File: config.mk
export PLATFORM = sky130hd
export DESIGN_NAME = gru_seq_ctrl_flat
export DESIGN_NICKNAME = d
export VERILOG_FILES = /design/src/rtl/gru_seq_ctrl_if.sv /design/src/rtl/gru_seq_ctrl.sv /design/src/flat_wrapper.sv
export SDC_FILE = /design/constraint.sdc
export NUM_CORES = 1
export LEC_CHECK = 0
export BUFFER_PORTS_ARGS = -buffer_cell sky130_fd_sc_hd__buf_2
export CAP_MARGIN = 20
export CELL_PAD_IN_SITES_DETAIL_PLACEMENT = 1
export CELL_PAD_IN_SITES_GLOBAL_PLACEMENT = 2
export CORE_MARGIN = 2
export CORE_UTILIZATION = 27
export DETAILED_ROUTE_END_ITERATION = 10
export HOLD_SLACK_MARGIN = 0.05
export PLACE_DENSITY = 0.93
export SETUP_SLACK_MARGIN = 0.1
export SKIP_LAST_GASP = 1
export SYNTH_ARGS = -nofsm -noshare
export SYNTH_HDL_FRONTEND = slang
export SYNTH_SLANG_ARGS = --single-unit
File: constraint.sdc
create_clock -name clk -period 2.31 [get_ports clk]
set_clock_uncertainty 0.05 [all_clocks]
set_input_delay 0.3465 -clock clk [delete_from_list [all_inputs] [get_ports clk]]
set_output_delay 0.3465 -clock clk [all_outputs]
set_load 0.02 [all_outputs]
File: src/rtl/gru_seq_ctrl_if.sv
// Handshake and control bundle between the GRU sequencer and its datapath.
// master = sequencer side, slave = environment (input source, cell, head, consumer).
interface gru_seq_ctrl_if #(
  parameter int unsigned X_SIZE = 6,
  parameter int unsigned WIDTH  = 4
);
  logic                    x_valid;
  logic                    x_ready;
  logic signed [WIDTH-1:0] x_data [0:X_SIZE-1];
  logic signed [WIDTH-1:0] cell_x [0:X_SIZE-1];
  logic                    cell_start;
  logic                    cell_done;
  logic                    h_clear;
  logic                    h_load;
  logic                    head_start;
  logic                    head_done;
  logic                    out_valid;
  logic                    out_ready;

  modport master (
    input  x_valid, x_data, cell_done, head_done, out_ready,
    output x_ready, cell_x, cell_start, h_clear, h_load, head_start, out_valid
  );

  modport slave (
    output x_valid, x_data, cell_done, head_done, out_ready,
    input  x_ready, cell_x, cell_start, h_clear, h_load, head_start, out_valid
  );
endinterface

File: src/rtl/gru_seq_ctrl.sv
// GRU sequencer: runs the shared cell once per timestep, then the head once per sequence.
// Define GRU_SEQ_TIMEOUT_EN to add the cell/head watchdog and sticky err flag.
module gru_seq_ctrl #(
  parameter int unsigned SEQ_LEN = 15,
  parameter int unsigned X_SIZE  = 6,
  parameter int unsigned WIDTH   = 4,
  parameter int unsigned TIMEOUT = 1023
) (
  input  logic                       clk,
  input  logic                       reset,
  gru_seq_ctrl_if.master             io,
  output logic [$clog2(SEQ_LEN)-1:0] step_idx,
  output logic                       busy,
  output logic                       err
);

  localparam int unsigned SW = $clog2(SEQ_LEN);
  localparam logic [SW-1:0] LAST_STEP = SW'(SEQ_LEN - 1);

  if (SEQ_LEN < 2 || X_SIZE < 1 || WIDTH < 1 || TIMEOUT < 1) begin : g_bad_cfg
    $error("gru_seq_ctrl: invalid parameterisation");
  end

  typedef enum logic [2:0] {
    S_IDLE, S_START, S_WAIT_CELL, S_LOAD_H, S_ACCEPT, S_HEAD, S_WAIT_HEAD, S_DONE
  } state_t;

  state_t        state, state_nxt;
  logic [SW-1:0] step_nxt;
  logic          capture;
  logic          tmo_fire;

  always_ff @(posedge clk) begin
    if (reset) begin
      state    <= S_IDLE;
      step_idx <= '0;
    end else begin
      state    <= state_nxt;
      step_idx <= step_nxt;
    end
  end

  // cell_x only moves on an accepted handshake; held through START and the cell run
  always_ff @(posedge clk) begin
    for (int unsigned i = 0; i < X_SIZE; i++) begin
      if (reset)        io.cell_x[i] <= '0;
      else if (capture) io.cell_x[i] <= io.x_data[i];
    end
  end

  always_comb begin
    state_nxt     = state;
    step_nxt      = step_idx;
    capture       = 1'b0;
    io.x_ready    = 1'b0;
    io.cell_start = 1'b0;
    io.h_clear    = 1'b0;
    io.h_load     = 1'b0;
    io.head_start = 1'b0;
    io.out_valid  = 1'b0;

    case (state)
      S_IDLE: begin
        io.x_ready = 1'b1;
        if (io.x_valid) begin
          capture    = 1'b1;
          io.h_clear = 1'b1;
          step_nxt   = '0;
          state_nxt  = S_START;
        end
      end
      S_START: begin
        io.cell_start = 1'b1;
        state_nxt     = S_WAIT_CELL;
      end
      S_WAIT_CELL: begin
        if (io.cell_done) begin
          state_nxt = S_LOAD_H;
        end else if (tmo_fire) begin
          step_nxt  = '0;
          state_nxt = S_IDLE;
        end
      end
      S_LOAD_H: begin
        io.h_load = 1'b1;
        if (step_idx == LAST_STEP) begin
          state_nxt = S_HEAD;
        end else begin
          step_nxt  = step_idx + 1'b1;
          state_nxt = S_ACCEPT;
        end
      end
      S_ACCEPT: begin
        io.x_ready = 1'b1;
        if (io.x_valid) begin
          capture   = 1'b1;
          state_nxt = S_START;
        end
      end
      S_HEAD: begin
        io.head_start = 1'b1;
        state_nxt     = S_WAIT_HEAD;
      end
      S_WAIT_HEAD: begin
        if (io.head_done) begin
          state_nxt = S_DONE;
        end else if (tmo_fire) begin
          step_nxt  = '0;
          state_nxt = S_IDLE;
        end
      end
      S_DONE: begin
        io.out_valid = 1'b1;
        if (io.out_ready) begin
          step_nxt  = '0;
          state_nxt = S_IDLE;
        end
      end
      default: state_nxt = S_IDLE;
    endcase

    // While reset is held every strobe is forced low, so an in-flight h_load is dropped
    if (reset) begin
      capture       = 1'b0;
      io.x_ready    = 1'b0;
      io.cell_start = 1'b0;
      io.h_clear    = 1'b0;
      io.h_load     = 1'b0;
      io.head_start = 1'b0;
      io.out_valid  = 1'b0;
    end
  end

  assign busy = (state != S_IDLE) && !reset;

`ifdef GRU_SEQ_TIMEOUT_EN
  localparam int unsigned TW = $clog2(TIMEOUT + 1);

  logic [TW-1:0] tmo_cnt;
  logic          err_q;
  logic          waiting;
  logic          wait_done;

  assign waiting   = (state == S_WAIT_CELL) || (state == S_WAIT_HEAD);
  assign wait_done = ((state == S_WAIT_CELL) && io.cell_done) ||
                     ((state == S_WAIT_HEAD) && io.head_done);
  assign tmo_fire  = waiting && !wait_done && (tmo_cnt == TW'(TIMEOUT - 1));

  always_ff @(posedge clk) begin
    if (reset) begin
      tmo_cnt <= '0;
      err_q   <= 1'b0;
    end else begin
      tmo_cnt <= (waiting && !wait_done && !tmo_fire) ? tmo_cnt + 1'b1 : '0;
      if (tmo_fire) err_q <= 1'b1;
    end
  end

  assign err = err_q;
`else
  assign tmo_fire = 1'b0;
  assign err      = 1'b0;
`endif

endmodule
File: src/flat_wrapper.sv
// flat-port wrapper written by rule: the top's interface ports become plain ports
module gru_seq_ctrl_flat 
#(
  parameter int unsigned SEQ_LEN = 15,
  parameter int unsigned X_SIZE  = 6,
  parameter int unsigned WIDTH   = 4,
  parameter int unsigned TIMEOUT = 1023
)
  (clk, reset, step_idx, busy, err, io_x_valid, io_x_data, io_cell_done, io_head_done, io_out_ready, io_x_ready, io_cell_x, io_cell_start, io_h_clear, io_h_load, io_head_start, io_out_valid);
  gru_seq_ctrl_if #(.X_SIZE(X_SIZE), .WIDTH(WIDTH)) io_i ();
  input  logic clk;
  input  logic reset;
  output logic [$clog2(SEQ_LEN)-1:0] step_idx;
  output logic busy;
  output logic err;
  input wire logic [$bits(io_i.x_valid)-1:0] io_x_valid;
  input wire logic [$bits(io_i.x_data)-1:0] io_x_data;
  input wire logic [$bits(io_i.cell_done)-1:0] io_cell_done;
  input wire logic [$bits(io_i.head_done)-1:0] io_head_done;
  input wire logic [$bits(io_i.out_ready)-1:0] io_out_ready;
  output wire logic [$bits(io_i.x_ready)-1:0] io_x_ready;
  output wire logic [$bits(io_i.cell_x)-1:0] io_cell_x;
  output wire logic [$bits(io_i.cell_start)-1:0] io_cell_start;
  output wire logic [$bits(io_i.h_clear)-1:0] io_h_clear;
  output wire logic [$bits(io_i.h_load)-1:0] io_h_load;
  output wire logic [$bits(io_i.head_start)-1:0] io_head_start;
  output wire logic [$bits(io_i.out_valid)-1:0] io_out_valid;
  assign io_i.x_valid = io_x_valid;
  assign io_i.x_data = {>>{io_x_data}};
  assign io_i.cell_done = io_cell_done;
  assign io_i.head_done = io_head_done;
  assign io_i.out_ready = io_out_ready;
  assign io_x_ready = io_i.x_ready;
  assign io_cell_x = {>>{io_i.cell_x}};
  assign io_cell_start = io_i.cell_start;
  assign io_h_clear = io_i.h_clear;
  assign io_h_load = io_i.h_load;
  assign io_head_start = io_i.head_start;
  assign io_out_valid = io_i.out_valid;
  gru_seq_ctrl #(.SEQ_LEN(SEQ_LEN), .X_SIZE(X_SIZE), .WIDTH(WIDTH), .TIMEOUT(TIMEOUT)) u_core (.clk(clk), .reset(reset), .io(io_i), .step_idx(step_idx), .busy(busy), .err(err));
endmodule
==> flow_summary.json <==
{
  "holdWs_ps": 218,
  "top_usage_layer": "met2",
  "p_per_area_nw_per_um2": 1000,
  "setup-tns-final_ps": 0,
  "drtAntennaViolNets": 0,
  "gp_congestion": 0.786,
  "finalCritPeriodShare_pct": 82.1,
  "synth_nets": 213,
  "setup_viol": 0,
  "min_path_cells": 3,
  "synth_mux_area_share_pct": 0.677,
  "synth-edff-count": 0,
  "drt_wl_total_um": 3720,
  "crit_arrival_ps": 1500,
  "synth_xor_xnor_area_share_pct": 0,
  "postCtsSetupBuffers": 0,
  "io_pins": 66,
  "slowest_delay_ps": 430,
  "use_met3_pct": 3.49,
  "post-route-min-period_ps": 1900,
  "grt_pass1_vias": 1365,
  "clkTransAtPathRegs_ps": 60,
  "die_h_um": 78.0,
  "drive_gt1_share_pct": 31.8,
  "avgSynthCellArea_um2": 8.40,
  "met1_usage_pct": 15.5,
  "post_layout_nonfiller_instances": 309,
  "drcViolationCount": 0,
  "ys_ff_latch": 31,
  "synth_common_cells": "dfxtp_1, nand2_1, nand2b_1",
  "drt_pass1_iterations": 4,
  "drt-initial-drc-count": 27,
  "cts_root_buf": "clkbuf_8",
  "min_to": "u_core.io.cell_x[20]",
  "gr-usage-met2_pct": 21.6,
  "wl_per_cell_um": 12.0,
  "synth_top_family_by_area": "simple AND/OR/NAND/NOR gates",
  "synth_top_area_share_pct": 42.0,
  "static-leakage-power_nw": 0.896,
  "rows": 26,
  "synth_top_cell_by_area": "dfxtp_1",
  "r2r_end": "u_core.io.cell_x[16]",
  "crit_chain": "ha_1 > or3b_4 > inv_1 > buf_2",
  "r2r-start": "u_core.state[0]",
  "max_freq_mhz": 527,
  "crit_buf_inv": 2,
  "fp.coreArea_um2": 5200,
  "synth_warnings": 0,
  "hold_violations": 0,
  "synth_area_leaders": "dfxtp_1, nand2b_1, o21ai_0",
  "end_kind": "output port",
  "async_flop_share_pct": 0,
  "yosysUniqueCellTypes": 34,
  "status": "complete, no violations",
  "cts.htree.levels": 2,
  "vias_per_cell": 4.51,
  "grt_overflow_total": 0,
  "maxSlewViolCount": 0,
  "n_antenna_cell": 0,
  "clk_latency_ps": 270,
  "critical-path-top-delay-family": "simple AND/OR/NAND/NOR gates",
  "die_w_um": 78.0,
  "n_fill_cell": 674,
  "r2r_cells": 6,
  "grtUsageTotal_pct": 13.1,
  "cts_tree": "done",
  "rsz0062_at_grt": "false",
  "synth_ff_type": "dfxtp_1",
  "cts_buffers": 5,
  "crit_path_top_delay_cell": "or3b_4",
  "cap_violations": 0,
  "synth_most_common_cell": "dfxtp_1",
  "cts_resized": 0,
  "dp_hpwl_um": 2810,
  "clock_path_buffers": 2,
  "syn2layout_area_growth_pct": 32.3,
  "synth-simple-area-share_pct": 26.2,
  "fin_nets": 276,
  "synth_fa_ha_area_share_pct": 5.93,
  "ff2ff_setup_slack_ps": 610,
  "synth-compound-area-share_pct": 19.6,
  "ctsHoldBuffers": 0,
  "numPortBuffers": 64,
  "cts_sinks": 31,
  "worstHoldStart": "io_x_data[20]",
  "ys_seq_area_share_pct": 42.0,
  "start_kind": "flop",
  "initial_utilization_pct": 28.4,
  "grt_pass1_wl_um": 6290,
  "grt_max_degree": 49,
  "ir_worst_vdd_mv": 0.363,
  "place_inst": 302,
  "design_power_total_w": 0.00196,
  "vias": 1395,
  "synth_cells": 176,
  "syn_area_um2": 1480,
  "crit_fanout": 5,
  "critPathKind": "flop to output port",
  "hp-class": "input port to flop",
  "cp.required_ps": 1910,
  "antenna_found_initial": 0,
  "dieArea_um2": 6080
}
-- state kept, by name, summed over array words and instances, names as in the netlist --
register	cells
u_core.state	3
u_core.io.cell_x	24
u_core.step_idx	4
-- per-layer routing --
| layer | part of all wire [%] | vias up |
|---|---|---|
| met5 | 0 | - |
| li1 | - | 712 |
| met2 | 47 | 39 |
| met4 | 1.9 | 0 |
| met1 | 45 | 638 |
| met3 | 5.5 | 6 |
-- worst register-to-register path: cells and delay by family (launching register included) --
| family | cells | cell delay (ps) |
|---|---|---|
| adder cells (fa/ha/maj) | 1 | 230 |
| buffers and inverters | 2 | 470 |
| AO/OA/AOI/OAI | 1 | 180 |
| flip-flops | 1 | 340 |
| AND/OR/NAND/NOR | 2 | 310 |
-- layout make-up --
type	instances	area [um2]	area share [%]
well taps	70	87.6	4.48
inverters	6	22.5	1.15
clock buffers	6	72.6	3.71
repair buffers	67	343	17.5
multi-input cells	128	778	39.8
flip-flops and latches	31	621	31.8
clock inverters	1	30.0	1.54
-- logic make-up after synthesis --
kind of cell	count (synthesis)
AND/OR/NAND/NOR	72
buffers and inverters	17
other	1
multiplexers	1
AO/OA/AOI/OAI	47
flip-flops	31
adder cells (fa/ha/maj)	7
-- power breakdown --
| group | switching, W | internal [W] | leakage (nW) |
|---|---|---|---|
| combinational | 0.000450 | 0.000275 | 0.590 |
| clock | 0.000186 | 0.000316 | 0.0513 |
| sequential | 0.0000787 | 0.000651 | 0.254 |
-- per-stage QoR --
| stage | instance area [um2] | setup WS (ps) | utilization, % |
|---|---|---|---|
| after floorplan | 1480 | 591 | - |
| after global placement | 1850 | 672 | 35.6 |
| after detailed placement | 1850 | 580 | 35.6 |
| after CTS | 1950 | 393 | 37.5 |
| after global routing | 1950 | 285 | 37.5 |
| final | 1950 | 414 | 37.5 |
-- cell usage in the layout, fill, tap and decap left out, types with 2 or more instances in the layout --
cell / Yosys / routed
a21oi_1: 8 / 8
a31oi_1: 2 / 2
buf_2: 3 / 64
buf_4: 3 / 3
clkbuf_8: 0 / 5
dfxtp_1: 31 / 31
ha_1: 7 / 7
inv_1: 6 / 6
nand2_1: 26 / 26
nand2b_1: 25 / 25
nand3_1: 3 / 3
nor2_1: 4 / 4
nor2b_1: 3 / 3
nor3b_1: 3 / 3
o2111a_1: 2 / 2
o21ai_0: 24 / 24
o21ai_1: 4 / 4
-- worst max-delay path by stage --
stage	slack (ps)	from	to	depth (start not counted)
floorplan	590	u_core.state[0]	u_core.io.cell_x[20]	6
global placement	670	reset	io_h_load	4
detailed placement	580	u_core.state[0]	u_core.io.cell_x[16]	6
CTS	390	u_core.state[1]	io_h_load	4
global route	280	u_core.state[2]	io_out_valid	3
finish	410	u_core.state[0]	io_h_load	4
Note: power is estimated with default switching activity, not from simulation.
